[src/rtl/xvid_host_port.sv]
`timescale 1ns/1ps
// xvid_host_port: asynchronous host byte bus to 16-bit core register port bridge
module xvid_host_port #(
   parameter int SYNC_STAGES = 2
) (
   input  logic        clk,
   input  logic        reset_n_i,
   input  logic        bus_cs_n_i,
   input  logic        bus_rd_nwr_i,
   input  logic        bus_bytesel_i,
   input  logic [3:0]  bus_reg_num_i,
   input  logic [7:0]  bus_data_i,
   output logic [7:0]  bus_data_o,
   output logic        reg_wr_o,
   output logic        reg_rd_o,
   output logic [3:0]  reg_num_o,
   output logic [15:0] reg_data_o,
   input  logic [15:0] reg_rd_data_i
);
   typedef enum logic [1:0] {IDLE, CAPTURE, RDWAIT, RELEASE} state_t;
   state_t state_q, state_d;
   logic [SYNC_STAGES-1:0] sync_q, sync_d;
   logic [SYNC_STAGES:0] vld_q, vld_d;
   logic prev_q, prev_d;
   logic [7:0] hi_q, hi_d, bus_data_q, bus_data_d;
   logic [15:0] rd_q, rd_d, data_q, data_d;
   logic [3:0] num_q, num_d;
   logic wr_q, wr_d, rds_q, rds_d;
   logic cs_s, fall;
   // vld_q fills with ones after reset so an edge is only seen once prev/current are real samples
   always_comb begin
      cs_s = sync_q[SYNC_STAGES-1];
      sync_d = {sync_q[SYNC_STAGES-2:0], bus_cs_n_i};
      vld_d = {vld_q[SYNC_STAGES-1:0], 1'b1};
      prev_d = cs_s;
      fall = vld_q[SYNC_STAGES] & prev_q & ~cs_s;
   end
   // next-state and datapath: bus fields are only looked at in CAPTURE
   always_comb begin
      state_d = state_q;
      hi_d = hi_q;
      rd_d = rd_q;
      bus_data_d = bus_data_q;
      num_d = num_q;
      data_d = data_q;
      wr_d = 1'b0;
      rds_d = 1'b0;
      unique case (state_q)
         IDLE: state_d = fall ? CAPTURE : IDLE;
         CAPTURE: begin
            state_d = (bus_rd_nwr_i && !bus_bytesel_i) ? RDWAIT : RELEASE;
            bus_data_d = bus_bytesel_i ? rd_q[7:0] : rd_q[15:8];
            hi_d = (!bus_rd_nwr_i && !bus_bytesel_i) ? bus_data_i : hi_q;
            wr_d = !bus_rd_nwr_i && bus_bytesel_i;
            rds_d = bus_rd_nwr_i && !bus_bytesel_i;
            num_d = (wr_d || rds_d) ? bus_reg_num_i : num_q;
            data_d = wr_d ? {hi_q, bus_data_i} : data_q;
         end
         RDWAIT: begin
            state_d = rds_q ? RDWAIT : RELEASE;
            rd_d = rds_q ? rd_q : reg_rd_data_i;
            bus_data_d = rds_q ? bus_data_q : reg_rd_data_i[15:8];
         end
         RELEASE: state_d = cs_s ? IDLE : RELEASE;
         default: state_d = IDLE;
      endcase
   end
   // state register; reset aborts any transaction in flight
   always_ff @(posedge clk or negedge reset_n_i) begin
      if (!reset_n_i) begin
         state_q <= IDLE;
         sync_q <= '1;
         vld_q <= '0;
         prev_q <= 1'b1;
         hi_q <= '0;
         rd_q <= '0;
         bus_data_q <= '0;
         num_q <= '0;
         data_q <= '0;
         wr_q <= 1'b0;
         rds_q <= 1'b0;
      end else begin
         state_q <= state_d;
         sync_q <= sync_d;
         vld_q <= vld_d;
         prev_q <= prev_d;
         hi_q <= hi_d;
         rd_q <= rd_d;
         bus_data_q <= bus_data_d;
         num_q <= num_d;
         data_q <= data_d;
         wr_q <= wr_d;
         rds_q <= rds_d;
      end
   end
   assign bus_data_o = bus_data_q;
   assign reg_wr_o = wr_q;
   assign reg_rd_o = rds_q;
   assign reg_num_o = num_q;
   assign reg_data_o = data_q;
endmodule

[config.mk]
export PLATFORM = sky130hd
export DESIGN_NAME = xvid_host_port
export DESIGN_NICKNAME = d
export VERILOG_FILES = /design/src/rtl/xvid_host_port.sv
export SDC_FILE = /design/constraint.sdc
export NUM_CORES = 1
export LEC_CHECK = 0
export CELL_PAD_IN_SITES_DETAIL_PLACEMENT = 0
export CELL_PAD_IN_SITES_GLOBAL_PLACEMENT = 2
export CORE_MARGIN = 2
export CORE_UTILIZATION = 36
export DETAILED_ROUTE_END_ITERATION = 8
export PLACE_DENSITY = 0.95
export SLEW_MARGIN = 5
export SYNTH_ARGS = -nofsm -noshare
export SYNTH_HDL_FRONTEND = slang
export SYNTH_SLANG_ARGS = --single-unit
[constraint.sdc]
create_clock -name clk -period 2.99 [get_ports clk]
set_clock_uncertainty 0.1 [all_clocks]
set_input_delay 0.4485 -clock clk [delete_from_list [all_inputs] [get_ports clk]]
set_output_delay 0.4485 -clock clk [all_outputs]
set_load 0.05 [all_outputs]
# == Yosys cells after proc, flatten, opt, wreduce, memory -nomap -nowiden ==
# Index checks and enable logic that the tools add are counted.
# totals
reg_bits,62
in_bits,33
output_inout_bits,30
# classes
eq_ne,4
mux,10
n_bitwise,4
n_reduce_logical,13
# ops
cell,count
$mux W8,2
$pmux W8 S2,1
$reduce_and A2 Y1,5
$pmux W2 S4,1
$mux W1,5
$eq A2 B2 Y1 const B,2
$logic_and A1 B1 Y1,3
$and A1 B1 Y1,2
$eq A2 B1 Y1 const B,1
$logic_not A1 Y1,2
$logic_not A2 Y1,1
$mux W2,1
$ne A2 B2 Y1 const B,1
$not A1 Y1,2
$reduce_bool A2 Y1,1
$logic_or A1 B1 Y1,1

# == Longest topological paths before layout ==
# logic_depth
word_depth,4
ltp_mapped,6

# == Least setup slack after synthesis ==
# OpenSTA, ideal clock, no wires.
# synth_path
kind,reg-to-reg
startpoint,reg rds_q (netlist: reg_rd_o)
endpoint,reg rd_q[0]
setup_time_ns,0.125
arrival_ns,1.575
slack_ns,1.190
path_stages_with_launch,6
path_buffers,2
cell_sequence,dfrtp_1 nor2_4 and2_4 buf_6 buf_12 mux2_4
# synth_via
elab_chain_cells,2
# synth_rtl
element,line,text
from (decl),28,"logic wr_q, wr_d, rds_q, rds_d;"
from (signal assigned),93,rds_q <= rds_d;
$not A1 Y1 (no source line),-,
$reduce_and A2 Y1 (no source line),-,
to (signal assigned),88,rd_q <= rd_d;
to (decl),26,"logic [15:0] rd_q, rd_d, data_q, data_d;"
# Every way passes these cells.
# A chain may end at the register's enable or synchronous reset.

# == Worst setup path in the final report ==
# layout_path
startpoint,reg rds_q (netlist: reg_rd_o)
endpoint,out reg_rd_o
# layout_lines
element,line,text
to (decl),15,"output logic reg_rd_o,"
# No word-level cell between the ends.

==> run_results.csv <==
group,metric,value,unit
status,outcome,"finished, final reports clean",
logic_synthesis,async_flop_share,1.000,
grt,antenna_found_initial,0,
critical_path,arrival,1800,ps
power,p_per_area,1195,nW/um^2
grt,track_usage,0.1532,
cells_and_area,seqCellArea,1555,sq um
detailed_routing,routedWlPerCell,15.04,microns
hold_path,min_path_cells,0,
timing,fin_ws,646.1,ps
clocking,cts_tree,"built",
placement,dpl_worst_slack,630.4,ps
critical_path,crit_required,2440,ps
cells_and_area,final_common_cell,"clkdlybuf4s50_1",
clocking,clkLatencyLatePin,340,ps
critical_path,r2r-end,"rd_q[11]$_DFFE_PN0P_",
logic_synthesis,synth_cell_types,29,
critical_path,end_kind,"output port",
timing,min_period,2344,ps
placement,hpwl,3598,microns
power,pwr-share-comb,0.468,
floorplanning,ios,63,
grt,grt_pass1_wl,9032,microns
cells_and_area,multi_input_area,987.2,sq um
clocking,cts-resized-gates,0,
clocking,cts_setup_buffers,0,
hold_path,hold_path.class,"reg -> reg",
floorplanning,die_h,89.39,microns
critical_path,crit_family,"buffers and inverters",
timing,worst_slew_pin_slew,541.2,ps
timing,rsz0062_at_grt,"false",
clocking,cts_buffers,9,
cells_and_area,design_area,3566,sq um
logic_synthesis,synth_top_flop_cell,"dfrtp_1",
detailed_routing,via_per_inst,4.707,
grt,busiest_layer,"met2",
timing,max_freq,0.4266,GHz
cells_and_area,drive_gt1_frac,0.2741,
timing,slew_headroom,0.6381,
detailed_routing,ant_nets,0,
critical_path,slowest_stage,"clkdlybuf4s50_1",
logic_synthesis,ys_warn_count,0,
run,maxCapViolations,0,
timing,finalCritPeriodShare,0.7839,
clocking,cts_hold_buf,1,
clocking,htreeDepth,3,
grt,grt_max_degree,32,
floorplanning,initial_utilization,0.3678,
floorplanning,die_x,89.39,microns
power,switching_power,1.694,mW
critical_path,path_buf_inv,1,
clocking,path_clk_slew,60,ps
power,p_sw_frac,0.3975,
critical_path,crit_type,"reg -> out",
timing,setup_violations,0,
power,power_leakage,1.575,nW
critical_path,startpoint_type,"register",
placement,place_area,3334,sq um
floorplanning,num_rows,31,
cells_and_area,finalNetCount,291,
hold_path,hold_start,"vld_q[1]$_DFF_PN0_",
power,peakVddDrop,0.6425,mV
detailed_routing,vias,1685,
floorplanning,die_area,7991,sq um
grt,grtUsageMet1,0.1905,
placement,port_buffers,62,
clocking,cts_buffer_depth,2,
power,p_seq_frac,0.341,
cells_and_area,area_growth,35.84,%
logic_synthesis,synth_nets,221,
logic_synthesis,synth_edf_count,0,
critical_path,cp_max_fo,10,
floorplanning,core,7137,sq um
logic_synthesis,synthCells,185,
grt,grtUsageMet2,0.2229,
hold_path,worstHoldEndpoint,"vld_q[2]$_DFF_PN0_",
logic_synthesis,syn_area_per_cell,14.19,sq um
timing,finalMaxSlewViolations,0,
critical_path,cp_slowest_stage_delay,890,ps
timing,setup_tns,0,ps
cells_and_area,antenna_cells,0,
cells_and_area,fill_cells,655,
timing,hold_viol,0,
detailed_routing,drt_wl_total,5383,microns
detailed_routing,drt_iter0_markers,91,
logic_synthesis,seq_area_frac_synth,0.5925,
detailed_routing,dr.pass1.iters,4,
grt,grt_overflow,0,
placement,globalplace.congestion,0.7742,
critical_path,rr_worst_depth,3,
power,clkPwrFrac,0.191,
critical_path,r2r_start,"state_q[0]$_DFF_PN0_",
detailed_routing,drc,0,
grt,use_met3,0.09788,
cells_and_area,final_cell_mix,"61 x clkdlybuf4s50_1, 59 x dfrtp_1, 31 x mux2_2",
logic_synthesis,netlist_area,2625,sq um
power,intPower,2.568,mW
grt,grt_pass1_vias,1843,
critical_path,r2r_slack,1120,ps
clocking,cts-root-buf,"clkbuf_8",
critical_path,crit_chain,"clkdlybuf4s50_1",
logic_synthesis,ys_seq_elements,62,
clocking,clock-sinks,62,
-- power groups by stage --
stage	Sequential (mW)	Clock (mW)	Combinational, mW
after floorplan	2.05	0	0.840
after global routing	1.51	0.880	2.13
after detailed placement	1.46	0	2.00
after CTS	1.46	0.839	2.02
after global placement	1.45	0	1.98
final	1.46	0.813	1.99
-- worst max-delay path by stage --
stage	from	endpoint	cells past startpoint	slack (ps)
finish	reg_rd_o$_DFF_PN0_	reg_rd_o	1	650
global route	reg_rd_o$_DFF_PN0_	reg_rd_o	1	580
CTS	reg_rd_o$_DFF_PN0_	reg_rd_o	1	620
detailed placement	bus_bytesel_i	hi_q[0]$_DFFE_PN0P_	5	630
global placement	bus_bytesel_i	hi_q[6]$_DFFE_PN0P_	5	670
floorplan	reg_rd_o$_DFF_PN0_	rd_q[0]$_DFFE_PN0P_	5	1190
-- state kept, by name, indices dropped and copies added (netlist names) --
name / cells
bus_data_o: 8
hi_q: 8
prev_q: 1
rd_q: 16
reg_data_o: 16
reg_num_o: 4
reg_rd_o: 1
reg_wr_o: 1
state_q: 2
sync_q: 2
vld_q: 3
-- logic make-up (layout without fill, tap and decap cells) --
logic type	count (synthesis)	in the layout	share of synthesized area
flops	62	62	0.5925
mux	52	52	0.2336
simple gates	34	34	0.06721
compound gates	20	20	0.05958
buf+inv	13	87	0.03146
fa+ha+maj	3	3	0.01430
other cells	1	1	0.001429
-- cells in the mapped netlist, types with 2 or more instances --
cell / n / share of area
ha_1: 3 / 0.014
or3_1: 5 / 0.012
nand2_1: 10 / 0.014
mux2i_1: 8 / 0.031
nor2_1: 9 / 0.013
mux2_1: 3 / 0.013
buf_6: 2 / 0.0086
inv_1: 4 / 0.0057
mux2_2: 31 / 0.13
dfrtp_1: 59 / 0.56
dfstp_2: 3 / 0.030
mux2_4: 10 / 0.057
buf_2: 2 / 0.0038
o21ai_0: 2 / 0.0038
a211o_1: 8 / 0.027
o211ai_1: 8 / 0.023
or3_2: 3 / 0.0086
clkbuf_1: 4 / 0.0057
-- per-layer routing --
metal  vias up  routed length, microns
li1        792                       -
met3         4                     535
met5         -                       0
met2        60                    2413
met1       829                    2408
met4         0                      26
-- stage by stage --
stage,util,power (mW),cells,hold WS [ps]
2_1_floorplan,-,2.894,185,52.91
3_3_place_gp,0.4672,3.431,342,232.6
3_5_place_dp,0.4672,3.462,342,237.1
4_1_cts,0.4996,4.313,358,249.7
5_1_grt,0.4996,4.526,358,258.8
6_report,0.4996,4.261,358,246.1
-- layout make-up --
type,instances,share of cell area
Sequential cell,62,0.4361
Multi-Input combinational cell,110,0.2768
Timing Repair Buffer,68,0.1860
Clock buffer,10,0.03860
Tap cell,99,0.03474
Clock inverter,5,0.02351
Inverter,4,0.004211
No activity file was read; power rests on OpenSTA's default activity.
